<file path="config.mk">
export PLATFORM = sky130hd
export DESIGN_NAME = ft245_tx_packetizer_flat
export DESIGN_NICKNAME = d
export VERILOG_FILES = /design/src/rtl/ft245_pkg.sv /design/src/rtl/ft245_tx_packetizer_if.sv /design/src/rtl/ft245_tx_packetizer_pkt_timeout_ctr.sv /design/src/rtl/ft245_tx_packetizer.sv /design/src/flat_wrapper.sv
export SDC_FILE = /design/constraint.sdc
export NUM_CORES = 1
export LEC_CHECK = 0
export CORE_MARGIN = 1
export CORE_UTILIZATION = 34
export DETAILED_ROUTE_END_ITERATION = 8
export PLACE_DENSITY = 0.59
export SETUP_SLACK_MARGIN = 0.15
export SLEW_MARGIN = 10
export SYNTH_ARGS = -nofsm -noshare
export SYNTH_HDL_FRONTEND = slang
export SYNTH_SLANG_ARGS = --single-unit
</file>
<file path="constraint.sdc">
create_clock -name usb_clk -period 2.05 [get_ports usb_clk]
set_input_delay 0.41 -clock usb_clk [delete_from_list [all_inputs] [get_ports usb_clk]]
set_output_delay 0.41 -clock usb_clk [all_outputs]
set_load 0.01 [all_outputs]
</file>
<file path="src/rtl/ft245_pkg.sv">
// Shared definitions for the FT245 TX path: packet geometry, sync bytes and
// the packetizer state encoding.
package ft245_pkg;

  localparam int unsigned DEFAULT_PACKET_WORDS = 1024;
  localparam logic [7:0]  DEFAULT_SYNC_HDR     = 8'hA5;
  localparam logic [7:0]  DEFAULT_SYNC_TRL     = 8'h5A;

  typedef enum logic [4:0] {
    ST_IDLE    = 5'b00001,
    ST_HEADER  = 5'b00010,
    ST_PAYLOAD = 5'b00100,
    ST_PAD     = 5'b01000,
    ST_TRAILER = 5'b10000
  } state_e;

endpackage

</file>
<file path="src/rtl/ft245_tx_packetizer_if.sv">
// Sample-stream and TX-FIFO write bus of the packetizer.
interface ft245_tx_packetizer_if;

  logic [31:0] s_data;
  logic        s_valid;
  logic        s_ready;
  logic        tx_fifo_full;
  logic [31:0] tx_fifo_data;
  logic        tx_fifo_write;

  modport slave (
    input  s_data, s_valid, tx_fifo_full,
    output s_ready, tx_fifo_data, tx_fifo_write
  );

  modport master (
    output s_data, s_valid, tx_fifo_full,
    input  s_ready, tx_fifo_data, tx_fifo_write
  );

endinterface

</file>
<file path="src/rtl/ft245_tx_packetizer_pkt_timeout_ctr.sv">
// Saturating idle counter; hit flags TIMEOUT-1 idle cycles, TIMEOUT=0 disables.
module pkt_timeout_ctr #(
  parameter int unsigned TIMEOUT = 4096,
  parameter int unsigned TMO_W   = 16
) (
  input  logic clk,
  input  logic rst_n,
  input  logic clr,
  input  logic inc,
  output logic hit
);

  logic [TMO_W-1:0] cnt_q, cnt_d;

  always_comb begin
    cnt_d = cnt_q;
    if (clr) begin
      cnt_d = '0;
    end else if (inc && (cnt_q != '1)) begin
      cnt_d = cnt_q + TMO_W'(1);
    end
  end

  always_ff @(posedge clk or negedge rst_n) begin
    if (!rst_n) begin
      cnt_q <= '0;
    end else begin
      cnt_q <= cnt_d;
    end
  end

  assign hit = (TIMEOUT != 0) && (cnt_q == TMO_W'(TIMEOUT - 1));

endmodule

</file>
<file path="src/rtl/ft245_tx_packetizer.sv">
// Frames a 32-bit sample stream into fixed PACKET_WORDS packets
// (header, payload/pad, trailer) written into the FT245 TX FIFO.
module ft245_tx_packetizer
  import ft245_pkg::*;
#(
  parameter int unsigned PACKET_WORDS = DEFAULT_PACKET_WORDS,
  parameter logic [7:0]  SYNC_HDR     = DEFAULT_SYNC_HDR,
  parameter logic [7:0]  SYNC_TRL     = DEFAULT_SYNC_TRL,
  parameter int unsigned TIMEOUT      = 4096,
  parameter int unsigned TMO_W        = 16
) (
  input  logic                        usb_clk,
  input  logic                        rst_n,
  input  logic                        enable,
  input  logic                        flush,
  ft245_tx_packetizer_if.slave        bus,
  output logic [7:0]                  seq,
  output logic                        pkt_done,
  output logic                        busy
);

  localparam int unsigned       SLOT_W    = $clog2(PACKET_WORDS);
  localparam logic [SLOT_W-1:0] LAST_SLOT = SLOT_W'(PACKET_WORDS - 3);

  state_e            state_q, state_d;
  logic [SLOT_W-1:0] slot_q, slot_d;
  logic [SLOT_W-1:0] vcnt_q, vcnt_d;
  logic [7:0]        seq_q, seq_d;
  logic              flush_pend_q, flush_pend_d;
  logic              pkt_done_q, pkt_done_d;

  logic        full, accept, emit, tmo_hit, tmo_clr, tmo_inc, s_ready;
  logic [31:0] data;
  logic [15:0] vcnt16;

  assign full    = bus.tx_fifo_full;
  assign s_ready = (state_q == ST_PAYLOAD) && !full && !flush_pend_q && !tmo_hit;
  assign accept  = s_ready && bus.s_valid;
  assign vcnt16  = 16'(vcnt_q);

  assign tmo_clr = (state_q != ST_PAYLOAD) || accept;
  assign tmo_inc = (state_q == ST_PAYLOAD) && !full;

  pkt_timeout_ctr #(
    .TIMEOUT (TIMEOUT),
    .TMO_W   (TMO_W)
  ) u_tmo (
    .clk   (usb_clk),
    .rst_n (rst_n),
    .clr   (tmo_clr),
    .inc   (tmo_inc),
    .hit   (tmo_hit)
  );

  always_comb begin
    emit = 1'b0;
    data = '0;
    unique case (state_q)
      ST_HEADER: begin
        emit = 1'b1;
        data = {SYNC_HDR, seq_q, 16'h0000};
      end
      ST_PAYLOAD: begin
        emit = accept;
        data = bus.s_data;
      end
      ST_PAD: begin
        emit = 1'b1;
      end
      ST_TRAILER: begin
        emit = 1'b1;
        data = {SYNC_TRL, seq_q, vcnt16};
      end
      default: begin
        emit = 1'b0;
      end
    endcase
  end

  always_comb begin
    state_d      = state_q;
    slot_d       = slot_q;
    vcnt_d       = vcnt_q;
    seq_d        = seq_q;
    flush_pend_d = flush_pend_q;
    pkt_done_d   = 1'b0;

    if (((state_q == ST_HEADER) || (state_q == ST_PAYLOAD)) && (flush || !enable)) begin
      flush_pend_d = 1'b1;
    end

    // A full FIFO freezes every state and counter; only flush capture proceeds.
    if (!full) begin
      unique case (state_q)
        ST_IDLE: begin
          if (enable && bus.s_valid) begin
            state_d = ST_HEADER;
            slot_d  = '0;
            vcnt_d  = '0;
          end
        end
        ST_HEADER: begin
          state_d = ST_PAYLOAD;
        end
        ST_PAYLOAD: begin
          if (accept) begin
            slot_d = slot_q + SLOT_W'(1);
            vcnt_d = vcnt_q + SLOT_W'(1);
            if (slot_q == LAST_SLOT) begin
              state_d = ST_TRAILER;
            end
          end else if (flush_pend_q || tmo_hit) begin
            state_d = ST_PAD;
          end
        end
        ST_PAD: begin
          slot_d = slot_q + SLOT_W'(1);
          if (slot_q == LAST_SLOT) begin
            state_d = ST_TRAILER;
          end
        end
        ST_TRAILER: begin
          state_d    = ST_IDLE;
          seq_d      = seq_q + 8'd1;
          pkt_done_d = 1'b1;
        end
        default: begin
          state_d = ST_IDLE;
        end
      endcase
    end

    // Leaving PAYLOAD on the final accept wins over a coincident flush.
    if ((state_d == ST_TRAILER) && (state_q != ST_TRAILER)) begin
      flush_pend_d = 1'b0;
    end
  end

  always_ff @(posedge usb_clk or negedge rst_n) begin
    if (!rst_n) begin
      state_q      <= ST_IDLE;
      slot_q       <= '0;
      vcnt_q       <= '0;
      seq_q        <= '0;
      flush_pend_q <= 1'b0;
      pkt_done_q   <= 1'b0;
    end else begin
      state_q      <= state_d;
      slot_q       <= slot_d;
      vcnt_q       <= vcnt_d;
      seq_q        <= seq_d;
      flush_pend_q <= flush_pend_d;
      pkt_done_q   <= pkt_done_d;
    end
  end

  assign bus.s_ready       = s_ready;
  assign bus.tx_fifo_write = emit && !full;
  assign bus.tx_fifo_data  = data;
  assign seq               = seq_q;
  assign pkt_done          = pkt_done_q;
  assign busy              = (state_q != ST_IDLE);

endmodule
</file>
<file path="src/flat_wrapper.sv">
// flat-port wrapper written by rule: the top's interface ports become plain ports
module ft245_tx_packetizer_flat import ft245_pkg::*;
#(
  parameter int unsigned PACKET_WORDS = DEFAULT_PACKET_WORDS,
  parameter logic [7:0]  SYNC_HDR     = DEFAULT_SYNC_HDR,
  parameter logic [7:0]  SYNC_TRL     = DEFAULT_SYNC_TRL,
  parameter int unsigned TIMEOUT      = 4096,
  parameter int unsigned TMO_W        = 16
)
  (usb_clk, rst_n, enable, flush, seq, pkt_done, busy, bus_s_data, bus_s_valid, bus_tx_fifo_full, bus_s_ready, bus_tx_fifo_data, bus_tx_fifo_write);
  ft245_tx_packetizer_if bus_i ();
  input  logic usb_clk;
  input  logic rst_n;
  input  logic enable;
  input  logic flush;
  output logic [7:0] seq;
  output logic pkt_done;
  output logic busy;
  input wire logic [$bits(bus_i.s_data)-1:0] bus_s_data;
  input wire logic [$bits(bus_i.s_valid)-1:0] bus_s_valid;
  input wire logic [$bits(bus_i.tx_fifo_full)-1:0] bus_tx_fifo_full;
  output wire logic [$bits(bus_i.s_ready)-1:0] bus_s_ready;
  output wire logic [$bits(bus_i.tx_fifo_data)-1:0] bus_tx_fifo_data;
  output wire logic [$bits(bus_i.tx_fifo_write)-1:0] bus_tx_fifo_write;
  assign bus_i.s_data = bus_s_data;
  assign bus_i.s_valid = bus_s_valid;
  assign bus_i.tx_fifo_full = bus_tx_fifo_full;
  assign bus_s_ready = bus_i.s_ready;
  assign bus_tx_fifo_data = bus_i.tx_fifo_data;
  assign bus_tx_fifo_write = bus_i.tx_fifo_write;
  ft245_tx_packetizer #(.PACKET_WORDS(PACKET_WORDS), .SYNC_HDR(SYNC_HDR), .SYNC_TRL(SYNC_TRL), .TIMEOUT(TIMEOUT), .TMO_W(TMO_W)) u_core (.usb_clk(usb_clk), .rst_n(rst_n), .enable(enable), .flush(flush), .bus(bus_i), .seq(seq), .pkt_done(pkt_done), .busy(busy));
endmodule
</file>
==> run_results.csv <==
group,metric,value,unit
pwr,power_frac_comb,43.6,%
worst_setup_path,worstPathRequired,1.64,ns
status,status,"finished with violations",
worst_setup_path,worst-path-buf-inv,3,
global_route,grt_pass1_vias,3339,
placed_design,portBuffers,81,
die,row_count,35,
sta,slew_headroom,67.5,%
global_route,met2_usage,35.7,%
synth,ys.flop_type,"dfrtp_1",
die,num_io_pins,82,
pwr,power.share.clock,22.9,%
clocking,cts_buffer_depth,2,
worst_setup_path,crit_path_max_fanout,5,
die,start_util,34.9,%
die,fp.dieW,99.1,um
layout,fillCellCount,792,
sta,tightest_slew,0.487,ns
sta,hold_viol_final,0,
synth,ys_top_cells_by_area,"dfrtp_1 (39%), a22o_1 (4.9%), a21oi_1 (3.4%)",
global_route,grt_usage,20.5,%
die,die_area,9820,um2
global_route,use_met1,27.5,%
detailed_routing,wl_per_cell,16.1,um
pwr,p_seq_share,33.5,%
sta,grt_setup_unrepaired,"true",
layout,nNetsFinal,575,
sta,maxSlewViolCount,0,
worst_setup_path,critical_path.cell_chain,"nor3_2 -> and3b_2 -> or2_4 -> buf_6 -> buf_6 -> a22o_1 -> buf_2",
worst_setup_path,startpoint_type,"register",
sta,min_period,2.32,ns
global_route,top_usage_layer,"met2",
synth,synth_nets,394,
synth,synth_edf_count,0,
pwr,sw_frac_of_total,31.9,%
layout,final_core_util,59.9,%
synth,yosysWarningCount,0,
synth,syn_avg_cell_area,9.13,um2
clocking,cts_max_level,2,
synth,ys_ff_latch,51,
worst_setup_path,critPathKind,"reg -> out",
worst_setup_path,cp_slowest_cell,"dfstp_2",
clocking,cts_hold_buffers,0,
global_route,grt_pass1_wl,16.4,mm
sta,fin_worst_skew,0.00722,ns
run,maxCapViolCount,0,
worst_setup_path,cp-end-kind,"output pin",
synth,synth.top_cell.area_share,39.0,%
detailed_routing,totalWireLength,10.4,mm
die,die_height,99.1,um
worst_setup_path,crit_family,"flip-flops",
sta,setup_viol,44,
layout,layout_common_cells,"buf_4 (75), dfrtp_1 (47), clkdlybuf4s50_1 (43), buf_6 (41), buf_2 (28)",
layout,final_common_cell,"buf_4",
global_route,use_met3,3.16,%
worst_setup_path,critical_path.max_stage_delay,0.57,ns
layout,drive_gt1_share,46.5,%
layout,diodes,0,
synth,synthesis.area,3210,um2
pwr,ir_worst_vdd,348,uV
synth,yosysSeqAreaShare,39.9,%
die,core-area,9200,um2
clocking,clkSlewWorstSetupHoldPaths,0.10,ns
detailed_routing,route.detailed.drc,0,
clocking,cts_root_buffer,"clkbuf_8",
pwr,power,0.00320,W
global_route,gr-total-overflow,0,
detailed_routing,vias,3498,
placed_design,gp_congestion,0.849,
layout,syn_to_final_growth,71.9,%
pwr,internal-power,0.00218,W
global_route,grt_max_degree,26,
worst_setup_path,crit_top_cell,"buf_6",
sta,max_freq,430,MHz
clocking,insertion_delay,0.31,ns
global_route,antenna_found_initial,0,
detailed_routing,drtIter0Drc,108,
sta,finalCritPeriodShare,113,%
placed_design,place_hpwl,6.65,mm
pwr,p_per_area,581,nW/um2
sta,timing.final.ws_setup,-0.273,ns
detailed_routing,firstDrtPassIters,4,
detailed_routing,ant_nets,0,
pwr,switching_power,0.00102,W
clocking,cts_tree,"yes",
worst_hold_path,hp-class,"in -> async",
status,violations,"negative setup slack",
pwr,power.leakage,2.46,nW
clocking,clkSinkCount,51,
placed_design,dp_slack,-0.439,ns
worst_setup_path,critical_path_arrival,1.91,ns
detailed_routing,via_per_inst,5.43,
sta,final.setup.tns,-5.25,ns
synth,ys_types,63,
synth,yosys.area.top_type,"dfrtp_1",
synth,syn-instance-count,351,
synth,synthArstFlopShare,100,%
clocking,cts_made_buffers,5,
-- per-stage QoR --
stage,cell area (um2),hold slack [ns],std cells
after floorplan,3260,0.114,351
after global placement,4670,0.386,598
after detailed placement,4670,0.392,598
after CTS,5160,0.0531,633
after global routing,5510,0.0732,644
final,5510,0.0489,644
-- power groups by stage --
| stage | registers [W] | clock network (W) | logic, W |
|---|---|---|---|
| 2_1_floorplan | 0.00108 | 0 | 0.000437 |
| 3_3_place_gp | 0.00108 | 0 | 0.000821 |
| 3_5_place_dp | 0.00109 | 0 | 0.000821 |
| 4_1_cts | 0.00107 | 0.000745 | 0.00116 |
| 5_1_grt | 0.00108 | 0.000787 | 0.00149 |
| 6_report | 0.00107 | 0.000732 | 0.00140 |
-- area by class of cell --
type                    instances  area [um2]  area share [%]
clock buffers                   5        68.8            1.25
clock inverters                 3        43.8           0.795
inverters                      11        41.3           0.749
multi-input cells             270        2240            40.6
flip-flops and latches         51        1280            23.2
well taps                     111         139            2.52
repair buffers                193        1700            30.9
-- worst register-to-register path: cells and delay by family (launching register included) --
kind,cells,cell delay [ns]
buf+inv,4,0.40
xor+xnor,1,0.14
compound gates,3,0.49
flops,1,0.57
simple gates,1,0.49
-- flip-flops by register name (all words and copies together), names as in the netlist --
| register | cells |
|---|---|
| u_core.flush_pend_q | 1 |
| u_core.pkt_done | 1 |
| u_core.seq | 8 |
| u_core.slot_q | 10 |
| u_core.state_q | 5 |
| u_core.u_tmo.cnt_q | 16 |
| u_core.vcnt_q | 10 |
-- cell usage after synthesis (8+ instances only) --
master,number
or4_1,10
dfrtp_1,50
o31ai_1,9
a21oi_1,22
or3_1,13
buf_2,9
a22o_1,18
nor2_1,17
o21ai_0,14
o21ai_1,8
inv_1,11
xor2_1,12
and3_1,14
a21o_1,8
nand4_1,10
nand2_1,29
nand3_1,17
-- final timing paths --
check	startpoint	end	slack, ns	cells after the start
max in group asynchronous	rst_n	u_core.state_q[0]	1.43	2
worst min-delay path	rst_n	u_core.u_tmo.cnt_q[0]	0.05	1
worst max register to register	u_core.state_q[0]	u_core.slot_q[9]	-0.09	9
worst max-delay path	u_core.state_q[0]	bus_tx_fifo_data[21]	-0.27	7
worst min register to register	u_core.seq[7]	u_core.seq[7]	0.52	1
min in group usb_clk	u_core.seq[7]	u_core.seq[7]	0.52	1
-- cells by family (layout without fill, tap and decap cells) --
logic type      Yosys count  in the layout  synth area share [%]
buf+inv                  31            212                  4.57
simple gates            138            138                  24.6
mux                       2              2                 0.664
flops                    51             51                  39.9
xor+xnor                 17             17                  4.64
compound gates          107            108                  23.7
fa+ha+maj                 5              5                  1.95
-- timing repair --
item,in CTS,in global routing
endpoints found under the setup margin,62,74
cloned,3,0
buffers inserted,24,11
resized for setup,213,64
hold endpoints to repair,0,0
pin swaps,52,48
-- layer usage --
metal,share of wire [%],up-vias
met3,2.4,8
met2,51,57
li1,-,1690
met5,0,-
met1,46,1743
met4,1.1,0
Power figures use the tool's default switching activity.
